<file path="src/rtl/traj_overlay_if.sv">
// Pixel, point and control signals between the compositor side and the
// trajectory overlay stage.
interface traj_overlay_if #(
  parameter int COORD_W = 10,
  parameter int CNT_W   = 5
);
  logic [29:0]        i_color;
  logic [COORD_W-1:0] i_h;
  logic [COORD_W-1:0] i_v;
  logic               i_rendering;
  logic [COORD_W-1:0] i_pointH;
  logic [COORD_W-1:0] i_pointV;
  logic               i_pointVAL;
  logic               i_frameStart;
  logic               i_clear;
  logic               i_fade;
  logic [29:0]        o_color;
  logic               o_rendering;
  logic [CNT_W-1:0]   o_count;

  modport master (
    output i_color, i_h, i_v, i_rendering, i_pointH, i_pointV,
           i_pointVAL, i_frameStart, i_clear, i_fade,
    input  o_color, o_rendering, o_count
  );

  modport slave (
    input  i_color, i_h, i_v, i_rendering, i_pointH, i_pointV,
           i_pointVAL, i_frameStart, i_clear, i_fade,
    output o_color, o_rendering, o_count
  );
endinterface

</file>
<file path="src/rtl/traj_overlay_buf.sv">
// Trajectory overlay: circular history of tracked points, frame-aligned commit,
// square marker painted over the pixel stream with optional age fading.
module traj_overlay_buf #(
  parameter int          DEPTH      = 16,
  parameter int          HALF_W     = 1,
  parameter int          COORD_W    = 10,
  parameter logic [29:0] TRAJ_COLOR = {10'd0, 10'd800, 10'd0}
) (
  input  logic          i_clk,
  input  logic          i_rst_n,
  traj_overlay_if.slave bus
);
  localparam int PTR_W  = $clog2(DEPTH);
  localparam int CNT_W  = $clog2(DEPTH + 1);
  localparam int SH_POS = PTR_W - 2;
  localparam logic signed [COORD_W:0] HW_POS = (COORD_W + 1)'(HALF_W);
  localparam logic signed [COORD_W:0] HW_NEG = -HW_POS;

  logic [COORD_W-1:0] r_buf_h [DEPTH];
  logic [COORD_W-1:0] r_buf_v [DEPTH];
  logic [PTR_W-1:0]   r_wr_ptr;
  logic [CNT_W-1:0]   r_count;
  logic [COORD_W-1:0] r_pend_h;
  logic [COORD_W-1:0] r_pend_v;
  logic               r_pend_valid;

  logic               r_s1_hit;
  logic [PTR_W-1:0]   r_s1_amin;
  logic               r_s1_fade;
  logic [29:0]        r_s1_color;
  logic               r_s1_rend;
  logic [29:0]        r_color;
  logic               r_rend;

  logic               w_commit;
  logic [DEPTH-1:0]   w_hit;
  logic [PTR_W-1:0]   w_age [DEPTH];
  logic [PTR_W-1:0]   w_amin;
  logic               w_any;
  logic [1:0]         w_shift;
  logic [29:0]        w_faded;
  logic [29:0]        w_mark;

  assign w_commit = bus.i_frameStart & r_pend_valid & ~bus.i_clear;

  // A strobe in the commit cycle re-arms the pending slot with the new point.
  always_ff @(posedge i_clk) begin
    if (!i_rst_n) begin
      r_wr_ptr     <= '0;
      r_count      <= '0;
      r_pend_h     <= '0;
      r_pend_v     <= '0;
      r_pend_valid <= 1'b0;
    end else if (bus.i_clear) begin
      r_wr_ptr     <= '0;
      r_count      <= '0;
      r_pend_valid <= 1'b0;
    end else begin
      if (w_commit) begin
        r_wr_ptr <= r_wr_ptr + 1'b1;
        if (r_count != CNT_W'(DEPTH))
          r_count <= r_count + 1'b1;
      end
      if (bus.i_pointVAL) begin
        r_pend_h     <= bus.i_pointH;
        r_pend_v     <= bus.i_pointV;
        r_pend_valid <= 1'b1;
      end else if (w_commit) begin
        r_pend_valid <= 1'b0;
      end
    end
  end

  always_ff @(posedge i_clk) begin
    if (i_rst_n && w_commit) begin
      r_buf_h[r_wr_ptr] <= r_pend_h;
      r_buf_v[r_wr_ptr] <= r_pend_v;
    end
  end

  // Differences use one extra sign bit so coordinates never wrap around the screen.
  for (genvar gi = 0; gi < DEPTH; gi++) begin : g_entry
    logic signed [COORD_W:0] w_dh;
    logic signed [COORD_W:0] w_dv;
    assign w_age[gi] = r_wr_ptr - PTR_W'(gi + 1);
    assign w_dh = $signed({1'b0, bus.i_h}) - $signed({1'b0, r_buf_h[gi]});
    assign w_dv = $signed({1'b0, bus.i_v}) - $signed({1'b0, r_buf_v[gi]});
    assign w_hit[gi] = (CNT_W'(w_age[gi]) < r_count)
                     && (w_dh >= HW_NEG) && (w_dh <= HW_POS)
                     && (w_dv >= HW_NEG) && (w_dv <= HW_POS);
  end

  always_comb begin
    w_amin = '1;
    for (int k = 0; k < DEPTH; k++) begin
      if (w_hit[k] && (w_age[k] < w_amin))
        w_amin = w_age[k];
    end
  end

  assign w_any = |w_hit;

  always_ff @(posedge i_clk) begin
    if (!i_rst_n) begin
      r_s1_hit   <= 1'b0;
      r_s1_amin  <= '0;
      r_s1_fade  <= 1'b0;
      r_s1_color <= '0;
      r_s1_rend  <= 1'b0;
    end else begin
      r_s1_hit   <= w_any;
      r_s1_amin  <= w_amin;
      r_s1_fade  <= bus.i_fade;
      r_s1_color <= bus.i_color;
      r_s1_rend  <= bus.i_rendering;
    end
  end

  // Age maps onto four brightness steps regardless of DEPTH.
  assign w_shift = 2'(r_s1_amin >> SH_POS);

  for (genvar gi = 0; gi < 3; gi++) begin : g_chan
    assign w_faded[gi*10 +: 10] = TRAJ_COLOR[gi*10 +: 10] >> w_shift;
  end

  assign w_mark = r_s1_fade ? w_faded : TRAJ_COLOR;

  always_ff @(posedge i_clk) begin
    if (!i_rst_n) begin
      r_color <= '0;
      r_rend  <= 1'b0;
    end else begin
      r_color <= (r_s1_hit && r_s1_rend) ? w_mark : r_s1_color;
      r_rend  <= r_s1_rend;
    end
  end

  assign bus.o_color     = r_color;
  assign bus.o_rendering = r_rend;
  assign bus.o_count     = r_count;
endmodule

</file>
<file path="src/flat_wrapper.sv">
// flat-port wrapper written by rule: the top's interface ports become plain ports
module traj_overlay_buf_flat 
#(
  parameter int          DEPTH      = 16,
  parameter int          HALF_W     = 1,
  parameter int          COORD_W    = 10,
  parameter logic [29:0] TRAJ_COLOR = {10'd0, 10'd800, 10'd0}
)
  (i_clk, i_rst_n, bus_i_color, bus_i_h, bus_i_v, bus_i_rendering, bus_i_pointH, bus_i_pointV, bus_i_pointVAL, bus_i_frameStart, bus_i_clear, bus_i_fade, bus_o_color, bus_o_rendering, bus_o_count);
  traj_overlay_if #(.COORD_W(COORD_W), .CNT_W((5))) bus_i ();
  input  logic i_clk;
  input  logic i_rst_n;
  input wire logic [$bits(bus_i.i_color)-1:0] bus_i_color;
  input wire logic [$bits(bus_i.i_h)-1:0] bus_i_h;
  input wire logic [$bits(bus_i.i_v)-1:0] bus_i_v;
  input wire logic [$bits(bus_i.i_rendering)-1:0] bus_i_rendering;
  input wire logic [$bits(bus_i.i_pointH)-1:0] bus_i_pointH;
  input wire logic [$bits(bus_i.i_pointV)-1:0] bus_i_pointV;
  input wire logic [$bits(bus_i.i_pointVAL)-1:0] bus_i_pointVAL;
  input wire logic [$bits(bus_i.i_frameStart)-1:0] bus_i_frameStart;
  input wire logic [$bits(bus_i.i_clear)-1:0] bus_i_clear;
  input wire logic [$bits(bus_i.i_fade)-1:0] bus_i_fade;
  output wire logic [$bits(bus_i.o_color)-1:0] bus_o_color;
  output wire logic [$bits(bus_i.o_rendering)-1:0] bus_o_rendering;
  output wire logic [$bits(bus_i.o_count)-1:0] bus_o_count;
  assign bus_i.i_color = bus_i_color;
  assign bus_i.i_h = bus_i_h;
  assign bus_i.i_v = bus_i_v;
  assign bus_i.i_rendering = bus_i_rendering;
  assign bus_i.i_pointH = bus_i_pointH;
  assign bus_i.i_pointV = bus_i_pointV;
  assign bus_i.i_pointVAL = bus_i_pointVAL;
  assign bus_i.i_frameStart = bus_i_frameStart;
  assign bus_i.i_clear = bus_i_clear;
  assign bus_i.i_fade = bus_i_fade;
  assign bus_o_color = bus_i.o_color;
  assign bus_o_rendering = bus_i.o_rendering;
  assign bus_o_count = bus_i.o_count;
  traj_overlay_buf #(.DEPTH(DEPTH), .HALF_W(HALF_W), .COORD_W(COORD_W), .TRAJ_COLOR(TRAJ_COLOR)) u_core (.i_clk(i_clk), .i_rst_n(i_rst_n), .bus(bus_i));
endmodule
</file>
<file path="config.mk">
export PLATFORM = sky130hd
export DESIGN_NAME = traj_overlay_buf_flat
export DESIGN_NICKNAME = d
export VERILOG_FILES = /design/src/rtl/traj_overlay_if.sv /design/src/rtl/traj_overlay_buf.sv /design/src/flat_wrapper.sv
export SDC_FILE = /design/constraint.sdc
export NUM_CORES = 1
export LEC_CHECK = 0
export ABC_AREA = 1
export BUFFER_PORTS_ARGS = -buffer_cell sky130_fd_sc_hd__buf_2
export CAP_MARGIN = 25
export CORE_MARGIN = 2
export CORE_UTILIZATION = 50
export DETAILED_ROUTE_END_ITERATION = 10
export GPL_ROUTABILITY_DRIVEN = 0
export HOLD_SLACK_MARGIN = 0.06
export PLACE_DENSITY = 0.66
export SLEW_MARGIN = 20
export SYNTH_ARGS = -nofsm -noshare
export SYNTH_HDL_FRONTEND = slang
export SYNTH_SLANG_ARGS = --single-unit
</file>
<file path="constraint.sdc">
create_clock -name i_clk -period 16.5 [get_ports i_clk]
set_input_delay 0.825 -clock i_clk [delete_from_list [all_inputs] [get_ports i_clk]]
set_output_delay 0.825 -clock i_clk [all_outputs]
set_load 0.005 [all_outputs]
</file>
==> results.yml <==
power_and_ir_drop:
  p_leak_uw: 0.0175
  vdd_drop_max_mv: 0.0902
  power_density_nw_per_um2: 72.8
detailed_routing:
  drtPass1Iterations: 6
  drt_iter0_markers: 1977
  drc_errors: 0
  via_per_inst: 5.30
  postRouteAntennaNets: 0
  vias: 26529
  drt-wirelength-per-cell_um: 18.1
  drt-total-wl_um: 90400
logic_synthesis:
  synth_xor_area_share_pct: 6.54
  syn_area_um2: 32100
  synth-compound-area-share_pct: 10.9
  ys_seq_area_share_pct: 35.9
  synthFlopType: "edfxtp_1"
  syn-instance-count: 3900
  async_flop_share_pct: 0
  synth-edff-count: 320
  synth_top_family_by_area: "simple AND/OR/NAND/NOR gates"
  synthAdderAreaFrac_pct: 17.0
  yosys.area_share.simple_pct: 19.5
  yosys_warnings: 0
  synth.avg_cell_area_um2: 8.24
  synthMuxAreaShare_pct: 0.0312
  synth_nets: 4395
  synth_cell_types: 63
  synth_seq_cells: 416
die:
  core_um2: 63300
  fp.dieArea_um2: 66300
  io_pins: 113
  die_x_um: 257
  num_rows: 92
  initial_core_util_pct: 50.7
  die_h_um: 257
sta:
  finalSetupViolCount: 0
  max-slew-margin-rel_pct: 23.3
  max_freq_mhz: 66.1
  rsz0062_at_grt: "false"
  final.period_utilization_pct: 91.7
  period_minus_slack_ns: 15.13
  maxSlewViolCount: 0
  whs_ns: 0.406
  hold_violations: 0
  setup_tns_ns: 0
  clock_skew_ns: 0.0199
  worstMarginPinSlew_ns: 1.14
placement:
  io_buffers: 112
  hpwlAfterDp_um: 66800
layout:
  antenna_cells: 0
  fin_nets: 4618
  syn_to_final_growth_pct: 12.2
  drive_above_1_share_pct: 9.93
  most-common-layout-cells: "inv_1 (775), nand2_1 (606), ha_1 (385), edfxtp_1 (320), nor2_1 (281)"
  multiInputGateArea_um2: 17500
  n_fill_cell: 5796
  final_common_cell: "inv_1"
  seq_area_um2: 11500
cts:
  cts_tree: "built"
  clockBufferDepth: 3
  clk_pin_slew_worst_paths_ns: 0.07
  insertion_delay_ns: 0.60
  numCtsBuffers: 49
  clock_tree.root_cell: "clkbuf_16"
  cts.sinks: 416
  cts_hold_buf: 0
  ctsHtreeMaxLevel: 2
critical_path:
  critPathKind: "flop to flop"
  crit_fanout: 23
  cpMaxStageDelayCell: "dfxtp_1"
  cp_common_cell: "nand2_1"
  cp-start-kind: "flop"
  regToRegEndpoint: "u_core.r_s1_amin[2]$_SDFF_PN0_"
  cp-end-kind: "flop"
  critPathRequiredTime_ns: 16.98
  crit_family: "simple AND/OR/NAND/NOR gates"
  r2r_cells: 114
  critical-path-max-stage-delay_ns: 0.40
  path_depth: 114
  critPathBufInv: 13
  r2r_slack_ns: 1.37
  cp.arrival_ns: 15.61
  critical_path.reg2reg.startpoint: "u_core.r_wr_ptr[1]$_SDFFE_PP0P_"
global_route:
  grt_start_max_net_pins: 64
  grt_pass1_wl_um: 139000
  gr-total-overflow: 0
  gr-usage-all-layers_pct: 27.1
  antenna_found_initial: 1
  grt_pass1_vias: 24919
min_path:
  min_from: "u_core.r_s1_color[25]$_SDFF_PN0_"
  min_to: "u_core.bus.o_color[25]$_SDFF_PP0_"
  hold_depth: 2
  hp-class: "flop to flop"
job:
  drv_cap: 0
status:
  status: "completed"
registers in the layout (all words and copies together), names as in the netlist, 2 cells and up:
| register | count |
|---|---|
| u_core.r_wr_ptr | 4 |
| u_core.r_s1_color | 30 |
| u_core.r_buf_h | 160 |
| u_core.r_pend_h | 10 |
| u_core.bus.o_count | 5 |
| u_core.bus.o_color | 30 |
| u_core.r_buf_v | 160 |
| u_core.r_pend_v | 10 |
| u_core.r_s1_amin | 2 |
kinds of logic (layout without fill, tap and decap cells):
logic type	Yosys count	after routing
XOR/XNOR	240	240
multiplexers	1	1
flip-flops	416	416
adder cells (fa/ha/maj)	418	418
AND/OR/NAND/NOR	1393	1393
AO/OA/AOI/OAI	603	603
buffers and inverters	829	1090
Yosys cell counts, types with 46 or more instances:
| cell | number | area share (%) |
|---|---|---|
| o21ai_0 | 162 | 2.5 |
| nand4_1 | 46 | 0.90 |
| nand2_1 | 608 | 7.1 |
| nor4_1 | 47 | 0.92 |
| a21oi_1 | 265 | 4.1 |
| xnor2_1 | 58 | 1.6 |
| xor2_1 | 182 | 5.0 |
| dfxtp_1 | 96 | 6.0 |
| nand3_1 | 223 | 3.5 |
| ha_1 | 386 | 15 |
| nor3_1 | 58 | 0.90 |
| o21bai_1 | 60 | 1.4 |
| edfxtp_1 | 320 | 30 |
| nor2_1 | 298 | 3.5 |
| inv_1 | 776 | 9.1 |
worst min-delay path: cells and delay by family, from the launching register on:
kind / cells / cell delay [ns]
flip-flops: 1 / 0.29
buffers and inverters: 1 / 0.04
AND/OR/NAND/NOR: 1 / 0.03
through the flow:
step	instance area, µm²	util (%)	std cells	setup WS, ns	total power [µW]
after detailed placement	34300	54.1	4912	0.157	1550
final	36000	56.9	5007	1.37	2620
after CTS	35900	56.7	5001	0.222	2640
after global placement	34100	53.9	4902	0.524	1540
after global routing	36000	56.9	5007	0.0110	2730
after floorplan	32100	-	3900	1.76	1420
what timing repair did:
item | in CTS | in global routing
gates resized for setup | 0 | 28
buffers inserted | 0 | 5
endpoints found under the setup margin | 0 | 2
how the worst max path moves through the flow:
stage	startpoint	end
after floorplan	bus_i_v[0]	u_core.r_s1_amin[2]$_SDFF_PN0_
after global placement	bus_i_h[0]	u_core.r_s1_amin[2]$_SDFF_PN0_
after detailed placement	bus_i_h[0]	u_core.r_s1_amin[2]$_SDFF_PN0_
after CTS	u_core.r_wr_ptr[1]$_SDFFE_PP0P_	u_core.r_s1_amin[2]$_SDFF_PN0_
after global routing	bus_i_h[0]	u_core.r_s1_amin[2]$_SDFF_PN0_
final	u_core.r_wr_ptr[1]$_SDFFE_PP0P_	u_core.r_s1_amin[2]$_SDFF_PN0_
layer usage:
metal	part of all wire [%]	global-route usage (%)	vias up
met5	0	0	-
met4	4.6	11.4	0
met3	6.0	3.59	208
met2	46	45.0	747
met1	44	35.6	12186
li1	-	-	13388
power breakdown:
group          internal (µW)  switching (µW)
Combinational            135             241
Sequential              1140            19.1
Clock                    637             451
cell type report:
class / count / area share (%)
Clock buffer: 68 / 3.97
Clock inverter: 21 / 0.510
Inverter: 802 / 8.45
Multi-Input combinational cell: 2655 / 48.5
Sequential cell: 416 / 32.0
Tap cell: 846 / 2.94
Timing Repair Buffer: 199 / 3.60
(Power assumes the default switching activity.)
